[src/rtl/chip8_pkg.sv]
// Shared Chip-8 memory constants, loader state encoding and loader error codes.
package chip8_pkg;

    localparam int unsigned       MEM_AW    = 12;
    localparam logic [MEM_AW-1:0] PROG_BASE = 12'h200;
    localparam int unsigned       PROG_MAX  = 3584;

    // Loader state encoding, kept as plain constants for legacy compatibility
    typedef logic [2:0] ld_state_t;
    localparam ld_state_t ST_IDLE   = 3'd0;
    localparam ld_state_t ST_HDR_HI = 3'd1;
    localparam ld_state_t ST_HDR_LO = 3'd2;
    localparam ld_state_t ST_LOAD   = 3'd3;
    localparam ld_state_t ST_DONE   = 3'd4;
    localparam ld_state_t ST_FAIL   = 3'd5;
    localparam ld_state_t ST_CLEAR  = 3'd6;

    localparam logic [1:0] ERR_NONE    = 2'd0;
    localparam logic [1:0] ERR_LEN     = 2'd1;
    localparam logic [1:0] ERR_TIMEOUT = 2'd2;

    function automatic logic len_ok(input logic [15:0] len, input int unsigned max_len);
        return (len != 16'd0) && (32'(len) <= max_len);
    endfunction

endpackage

[src/rtl/game_loader_timeout.sv]
// Saturating idle counter for the loader; expired holds while the count sits at LIMIT.
module loader_timeout #(
    parameter int unsigned      WIDTH = 24,
    parameter logic [WIDTH-1:0] LIMIT = '1
) (
    input  logic clk,
    input  logic reset,
    input  logic clear,
    input  logic enable,
    output logic expired
);

    logic [WIDTH-1:0] count;

    always_ff @(posedge clk) begin
        if (reset || clear) begin
            count <= '0;
        end else if (enable && (count != LIMIT)) begin
            count <= count + WIDTH'(1);
        end
    end

    always_comb begin
        expired = (count == LIMIT);
    end

endmodule

[src/rtl/game_loader.sv]
// Chip-8 program loader: length-prefixed byte stream into memory port A from LOAD_BASE.
// Define GAME_LOADER_CLEAR_EN to zero 0x200..0xFFF before the payload is written.
module game_loader
    import chip8_pkg::*;
#(
    parameter logic [MEM_AW-1:0] LOAD_BASE      = PROG_BASE,
    parameter int unsigned       MAX_LEN        = PROG_MAX,
    parameter logic [23:0]       TIMEOUT_CYCLES = 24'd10_000_000
) (
    input  logic              clk,
    input  logic              reset,
    input  logic              start,
    input  logic              in_valid,
    input  logic [7:0]        in_data,
    output logic              in_ready,
    output logic              mem_en,
    output logic              mem_write,
    output logic [MEM_AW-1:0] mem_addr,
    output logic [7:0]        mem_in,
    output logic              cpu_hold,
    output logic              busy,
    output logic              done,
    output logic [1:0]        error
);

    ld_state_t         state;
    logic [7:0]        len_hi;
    logic [MEM_AW-1:0] addr;
    logic [MEM_AW-1:0] remaining;
    logic [15:0]       hdr_len;
    logic              xfer;
    logic              tmo_clr;
    logic              expired;

    always_comb begin
        in_ready = (state == ST_HDR_HI) || (state == ST_HDR_LO) || (state == ST_LOAD);
        xfer     = in_valid && in_ready;
        hdr_len  = {len_hi, in_data};
        // Counter is frozen (neither counting nor cleared) in CLEAR
        tmo_clr  = xfer || (state == ST_IDLE) || (state == ST_DONE) || (state == ST_FAIL);
    end

    loader_timeout #(
        .WIDTH (24),
        .LIMIT (TIMEOUT_CYCLES)
    ) u_timeout (
        .clk     (clk),
        .reset   (reset),
        .clear   (tmo_clr),
        .enable  (in_ready),
        .expired (expired)
    );

    always_ff @(posedge clk) begin
        if (reset) begin
            state     <= ST_IDLE;
            len_hi    <= '0;
            addr      <= '0;
            remaining <= '0;
            mem_en    <= 1'b0;
            mem_write <= 1'b0;
            mem_addr  <= '0;
            mem_in    <= '0;
            cpu_hold  <= 1'b0;
            busy      <= 1'b0;
            done      <= 1'b0;
            error     <= ERR_NONE;
        end else begin
            mem_en    <= 1'b0;
            mem_write <= 1'b0;
            case (state)
                ST_IDLE, ST_FAIL: begin
                    if (start) begin
                        done     <= 1'b0;
                        error    <= ERR_NONE;
                        cpu_hold <= 1'b1;
                        busy     <= 1'b1;
                        state    <= ST_HDR_HI;
                    end else if (state == ST_IDLE) begin
                        cpu_hold <= 1'b0;
                    end
                end
                ST_HDR_HI: begin
                    if (xfer) begin
                        len_hi <= in_data;
                        state  <= ST_HDR_LO;
                    end else if (expired) begin
                        error <= ERR_TIMEOUT;
                        busy  <= 1'b0;
                        state <= ST_FAIL;
                    end
                end
                ST_HDR_LO: begin
                    if (xfer) begin
                        if (!len_ok(hdr_len, MAX_LEN)) begin
                            error <= ERR_LEN;
                            busy  <= 1'b0;
                            state <= ST_FAIL;
                        end else begin
                            addr      <= LOAD_BASE;
                            remaining <= hdr_len[MEM_AW-1:0];
`ifdef GAME_LOADER_CLEAR_EN
                            state     <= ST_CLEAR;
`else
                            state     <= ST_LOAD;
`endif
                        end
                    end else if (expired) begin
                        error <= ERR_TIMEOUT;
                        busy  <= 1'b0;
                        state <= ST_FAIL;
                    end
                end
`ifdef GAME_LOADER_CLEAR_EN
                ST_CLEAR: begin
                    mem_en    <= 1'b1;
                    mem_write <= 1'b1;
                    mem_addr  <= addr;
                    mem_in    <= '0;
                    if (addr == '1) begin
                        addr  <= LOAD_BASE;
                        state <= ST_LOAD;
                    end else begin
                        addr <= addr + MEM_AW'(1);
                    end
                end
`endif
                ST_LOAD: begin
                    if (xfer) begin
                        mem_en    <= 1'b1;
                        mem_write <= 1'b1;
                        mem_addr  <= addr;
                        mem_in    <= in_data;
                        addr      <= addr + MEM_AW'(1);
                        remaining <= remaining - MEM_AW'(1);
                        if (remaining == MEM_AW'(1)) begin
                            state <= ST_DONE;
                        end
                    end else if (expired) begin
                        error <= ERR_TIMEOUT;
                        busy  <= 1'b0;
                        state <= ST_FAIL;
                    end
                end
                ST_DONE: begin
                    done     <= 1'b1;
                    busy     <= 1'b0;
                    cpu_hold <= 1'b0;
                    state    <= ST_IDLE;
                end
                default: state <= ST_IDLE;
            endcase
        end
    end

endmodule
[config.mk]
export PLATFORM = sky130hd
export DESIGN_NAME = game_loader
export DESIGN_NICKNAME = d
export VERILOG_FILES = /design/src/rtl/chip8_pkg.sv /design/src/rtl/game_loader_timeout.sv /design/src/rtl/game_loader.sv
export SDC_FILE = /design/constraint.sdc
export NUM_CORES = 1
export LEC_CHECK = 0
export CAP_MARGIN = 5
export CORE_ASPECT_RATIO = 0.9
export CORE_UTILIZATION = 40
export CTS_CLUSTER_SIZE = 14
export DETAILED_ROUTE_END_ITERATION = 8
export GPL_TIMING_DRIVEN = 0
export PLACE_DENSITY = 0.63
export SKIP_CTS_REPAIR_TIMING = 1
export SYNTH_ARGS = -nofsm -noshare
export SYNTH_HDL_FRONTEND = slang
export SYNTH_SLANG_ARGS = --single-unit
export TNS_END_PERCENT = 10
[constraint.sdc]
create_clock -name clk -period 1.9 [get_ports clk]
set_clock_uncertainty 0.1 [all_clocks]
set_input_delay 0.38 -clock clk [delete_from_list [all_inputs] [get_ports clk]]
set_output_delay 0.38 -clock clk [all_outputs]
set_load 0.05 [all_outputs]
; ---- Word level (Yosys, flattened, before mapping)
; Cells that the tools add are included.
[word_totals]
wordCells = 93
ram_bits = 0
rom_bits = 0
ff_bits = 85
output_inout_bits = 28
n_memories = 0
latchBits = 0
input_bits = 12
[op_classes]
reduce_logical = 26
mux = 34
n_bitwise = 1
multipliers = 0
eq_ne = 16
n_shift = 0
div = 0
add_sub_neg = 3
magnitude_cmp = 1
[op_table]
columns = cell, n
row1 = $mux 12, 6
row2 = $pmux 12 s2, 2
row3 = $add 24x1->24 const B, 1
row4 = $eq 24x24->1 const B, 1
row5 = $ne 24x24->1 const B, 1
row6 = $mux 3, 7
row7 = $le 16x12->1 const B, 1
row8 = $reduce_bool 16->1, 1
row9 = $add 12x1->12 const B, 1
row10 = $eq 12x1->1 const B, 1
row11 = $pmux 3 s4, 1
row12 = $reduce_and 4->1, 3
row13 = $sub 12x1->12 const B, 1
row14 = $mux 2, 5
row15 = $reduce_and 2->1, 5
row16 = $mux 1, 9
row17 = $ne 2x2->1 const B, 4
row18 = $eq 3x2->1 const B, 2
row19 = $eq 3x3->1 const B, 2
row20 = $logic_or 1x1->1, 6
row21 = $ne 3x3->1 const B, 2
row22 = $pmux 2 s3, 1
row23 = $reduce_or 2->1, 3
row24 = $pmux 1 s2, 2
row25 = 10 further kinds, 13

; ---- Longest topological paths before layout
; Gate-level depths: netlist of run 1.
[depth]
word_depth = 8
ltp_mapped = 8
ltp_nobuf = 7

; ---- Cells and area by module
; From an unflattened synthesis of run 1, not the netlist that was laid out.
[hier_totals]
hier_cells = 553
area_unflattened_um2 = 4214.0
[by_module_without_submodules]
columns = mod, instances, cells_each, seq_area_each_um2, area_each_um2
row1 = game_loader, 1, 406, 1221.2, 2965.3
row2 = loader_timeout, 1, 147, 480.5, 1248.7

; ---- Worst setup path after synthesis of run 1
; Ideal clock, no wire load.
[synth_timing]
path_kind = flip-flop to flip-flop
startpoint = reg state[2]
endpoint = reg u_timeout.count[22]
path_slack_ps = -147
setup_time_ps = 71
synth_period_minus_slack_ps = 2047
path_buffers = 2
required_ps = 1729
path_stages_with_launch = 8
t_arrival_ps = 1876
path_cell_list = dfxtp_1 -> clkbuf_1 -> o21ba_2 -> buf_2 -> and3_1 -> nand4_1 -> or3_1 -> a21oi_1
[synth_via]
elab_chain_len = 8
elab_cells_between_ends = 14
classes_between = 5 x eq/ne / 9 x reduce/logical
[synth_rtl]
columns = element, line
row1 = "start, declared", game_loader.sv:26  ; ld_state_t state;
row2 = "start signal, assigned", game_loader.sv:56  ; state <= ST_IDLE;
row3 = "start signal, assigned", game_loader.sv:78  ; state <= ST_HDR_HI;
row4 = "start signal, assigned", game_loader.sv:86  ; state <= ST_HDR_LO;
row5 = $eq 3x1->1 / $eq 3x2->1 (equally long branches), game_loader.sv:36  ; in_ready = (state == ST_HDR_HI) || (state == ST_HDR_LO) || (state == ST_LOAD);
row6 = $logic_or 1x1->1, game_loader.sv:36
row7 = $logic_or 1x1->1 *, game_loader.sv:36
row8 = net in_ready, game_loader.sv:15  ; output logic in_ready,
row9 = $logic_and 1x1->1, game_loader.sv:37  ; xfer = in_valid && in_ready;
row10 = $logic_or 1x1->1 (3 in a row), game_loader.sv:40  ; tmo_clr = xfer || (state == ST_IDLE) || (state == ST_DONE) || (state == ST_FAIL);
row11 = $logic_or 1x1->1, game_loader_timeout.sv:16  ; if (reset || clear) begin
row12 = "end signal, assigned", game_loader_timeout.sv:19  ; count <= count + WIDTH'(1);
row13 = "end, declared", game_loader_timeout.sv:13  ; logic [WIDTH-1:0] count;
; Mark *: on every way through the listed nets, which the timed path passes. The rest lies on a longest branch.
; A chain may end at the register's enable or synchronous reset.

; ---- Worst setup path after layout of run 1
[layout_timing]
startpoint = reg u_timeout.count[17]
endpoint = reg error[0]
[layout_via]
elab_chain_len = 4
elab_cells_between_ends = 5
classes_between = 1 x eq/ne / 4 x mux
[layout_rtl]
columns = element, line
row1 = $eq 24x24->1 *, game_loader_timeout.sv:24  ; expired = (count == LIMIT);
row2 = $mux 2 *, --
row3 = $mux 2 (on tied branches), --
row4 = $pmux 2 s3 *, --
row5 = "end signal, assigned", game_loader.sv:67  ; error <= ERR_NONE;
row6 = "end signal, assigned", game_loader.sv:75  ; error <= ERR_NONE;
row7 = "end signal, assigned", game_loader.sv:88  ; error <= ERR_TIMEOUT;
row8 = "end, declared", game_loader.sv:23  ; output logic [1:0] error
; Every way passes the cells marked *; elsewhere a longest branch is shown, timed or not. The select of a mux whose other input is x is not followed.

==> summary.txt, run 1 <==
Outcome
  • Status: finished with violations
  • Violated checks: setup timing

Clock tree
  • CTS Buf Count: 9
  • Root buf cell: clkbuf_16
  • Clock slew at reported path FFs: 70 ps
  • Clock Tree Buf Depth: 2
  • Worst-Skew Late Latency: 330 ps
  • H-tree depth: 3
  • CTS tree: done
  • CTS sink cnt: 85

Place
  • Worst slack, placed: -826 ps
  • Port Buffers: 38
  • DP Area: 4650 um2
  • GPL Wtd Cong: 0.842
  • Post-DP HPWL: 7.19 mm
  • Placed Cells: 670

Detailed routing
  • Post-Route WL: 10.5 mm
  • Total number of vias: 3838
  • Drt pass-1 iters: 4
  • Initial DRC count: 216
  • ANT nets after route: 0
  • WL/cell: 15.0 um
  • DRC Markers: 0
  • Vias per cell: 5.51

Worst setup path
  • Cell breakdown of the critical path: or4b_4 -> nor4b_4 -> nand4_4 -> o221ai_2 -> o31a_1 -> o2bb2ai_1
  • CP peak stage delay: 550 ps
  • WP data arrival: 2210 ps
  • Crit path launch type: flip-flop
  • Slowest-stage cell, CP: or4b_4
  • Crit path kind: reg2reg
  • R2R depth: 6
  • Setup crit end kind: flip-flop
  • Req. time, crit path: 2020 ps
  • Crit path max fanout: 10

Global routing
  • First-pass GRT wire length: 17.0 mm
  • Met2 usage: 31.4%
  • Most used routing layer: met2
  • Initial antenna violation count: 0
  • Grt ovf: 0
  • Met3 usage: 3.20%
  • Largest net degree at the start of global routing: 16
  • Vias in the first global route: 3497
  • Met1 usage: 28.1%
  • GRT Util Overall: 20.1%

Yosys
  • Sequential fraction of the synthesis area: 41.6%
  • Yosys reg bits: 85
  • Yosys top cell area share: 41.6%
  • Synth async-reset ratio: 0%
  • Top post-synthesis cells by count: 85 x dfxtp_1, 72 x nand2_1, 72 x nor2_1, 48 x a21oi_1, 24 x xor2_1
  • Post-synthesis cell area: 4090 um2
  • Main flop type after synthesis: dfxtp_1
  • Mean area per synthesized cell: 8.08 um2
  • Post-synth EDFFs: 0
  • Mapped Nets: 523
  • Synth warn: 0
  • Synth unique cells: 65
  • Most numerous cell in the Yosys netlist: dfxtp_1
  • Top cell type by total area after synthesis: dfxtp_1
  • Synth top area cells: dfxtp_1 42%, nand2_1 6.6%, nor2_1 6.6%
  • Post-Syn Instances: 506

Floorplan
  • Die height: 97.9 um
  • Core area: 9780 um2
  • Die Width: 109 um
  • Die ar.: 10600 um2
  • Row count: 34
  • Initial Utilization: 41.8%
  • IO Pins: 40

Layout
  • Layout cell share with drive strength beyond 1: 16.8%
  • Nets: 583
  • Fillcell total: 910
  • Fin util: 54.1%
  • Area growth from synthesis to layout: 29.4%
  • Post-route insts no fill: 697
  • Diode count: 0
  • Post-route cell area: 5290 um2

Timing
  • Post-route minimum period: 2100 ps
  • Post-route setup slack: -199 ps
  • Final slew viol count: 0
  • Worst-Margin Slew: 591 ps
  • Final period util: 110%
  • Final Hold Vio Count: 0
  • Final setup viols: 28
  • Worst hold slack: 239 ps
  • RSZ-0062 raised after global routing: yes
  • Slew HR: 60.0%
  • Fmax: 0.476 GHz

Power
  • Leakage: 2.39 nW
  • PwrDens: 781 nW/um2
  • Worst vdd ir: 411 uV

Min path
  • Hold/Removal Path Class: in2reg
  • Hold Path Cell Cnt: 3

Run
  • Max-cap violation count: 0
## worst paths after layout
check                           slack, ps        end                start
worst max-delay path                 -200   error[0]  u_timeout.count[17]
worst min-delay path                  240  mem_in[2]           in_data[2]
worst max register to register       -200   error[0]  u_timeout.count[17]
worst min register to register        350  mem_in[7]            mem_in[7]
## flip-flops by register name, indices dropped and copies added (netlist names)
register and cells:
u_timeout.count 24, mem_in 8, cpu_hold 1, state 3, error 2, mem_write 1
busy 1, mem_addr 12, done 1, addr 12, len_hi 8, remaining 12
## power by group
part           internal (mW)  switching, mW
Sequential              1.81         0.0289
Combinational          0.188          0.303
Clock                   1.06          0.745
Total                   3.06           1.08
## per-stage QoR
stage / setup TNS (ps) / power [mW]
after floorplan: -53.7 / 2.16
final: -2360 / 4.14
after global placement: -30570 / 2.29
after global routing: -5290 / 4.29
after CTS: -20910 / 4.11
after detailed placement: -31020 / 2.30
## critical path: cells and delay by family (launching register included)
family	cells	cell delay (ps)
and+or+nand+nor	3	1060
AOI/OAI and AO/OA	3	480
DFF	1	340
## area by class of cell
class	instances	area [um2]	area share (%)
flip-flops and latches	85	1710	32.3
inverters	9	33.8	0.638
plain buffers	29	176	3.33
multi-input cells	382	2370	44.8
repair buffers	50	536	10.1
clock buffers	10	239	4.51
clock inverters	6	71.3	1.35
well taps	126	158	2.98
## cells in the final DEF, fill, tap and decap left out, types with 8 or more instances in the layout
cell type,count
clkbuf_1,10
mux2i_1,10
inv_1,9
nor2_1,70
nand2_1,70
o21ai_0,16
a21oi_1,43
clkbuf_2,11
buf_4,13
clkbuf_16,9
xor2_1,24
and3_1,9
nor3_1,9
dfxtp_1,81
nand4_1,8
nand3_1,15
dlymetal6s2s_1,31
## logic make-up (layout without fill, tap and decap cells)
group | after synthesis | in the layout | share of synthesized area (%)
AOI/OAI and AO/OA | 113 | 113 | 17.4
xor gates and xnor gates | 26 | 26 | 5.57
adders and majority gates | 5 | 5 | 1.53
buffers and inverters | 39 | 104 | 4.07
DFF | 85 | 85 | 41.6
muxes | 11 | 11 | 3.00
and+or+nand+nor | 227 | 227 | 26.9
## layer usage
metal	wire length, um	vias up
li1	-	1896
met1	5070	1830
met2	4780	101
met3	460	11
met4	157	0
met5	0	-
(Power assumes the default switching activity.)
==> run 2, diff against run 1 <==
Settings changed: CTS_CLUSTER_DIAMETER set to 50.
==> results of run 2 <==
Same layout as run 1: the final DEF is identical, and so are final timing and power.
==> run 3, diff against run 2 <==
Settings changed: CAP_MARGIN 5 to not set.
==> results of run 3 <==
Same layout as run 1: the final DEF is identical, and so are final timing and power.
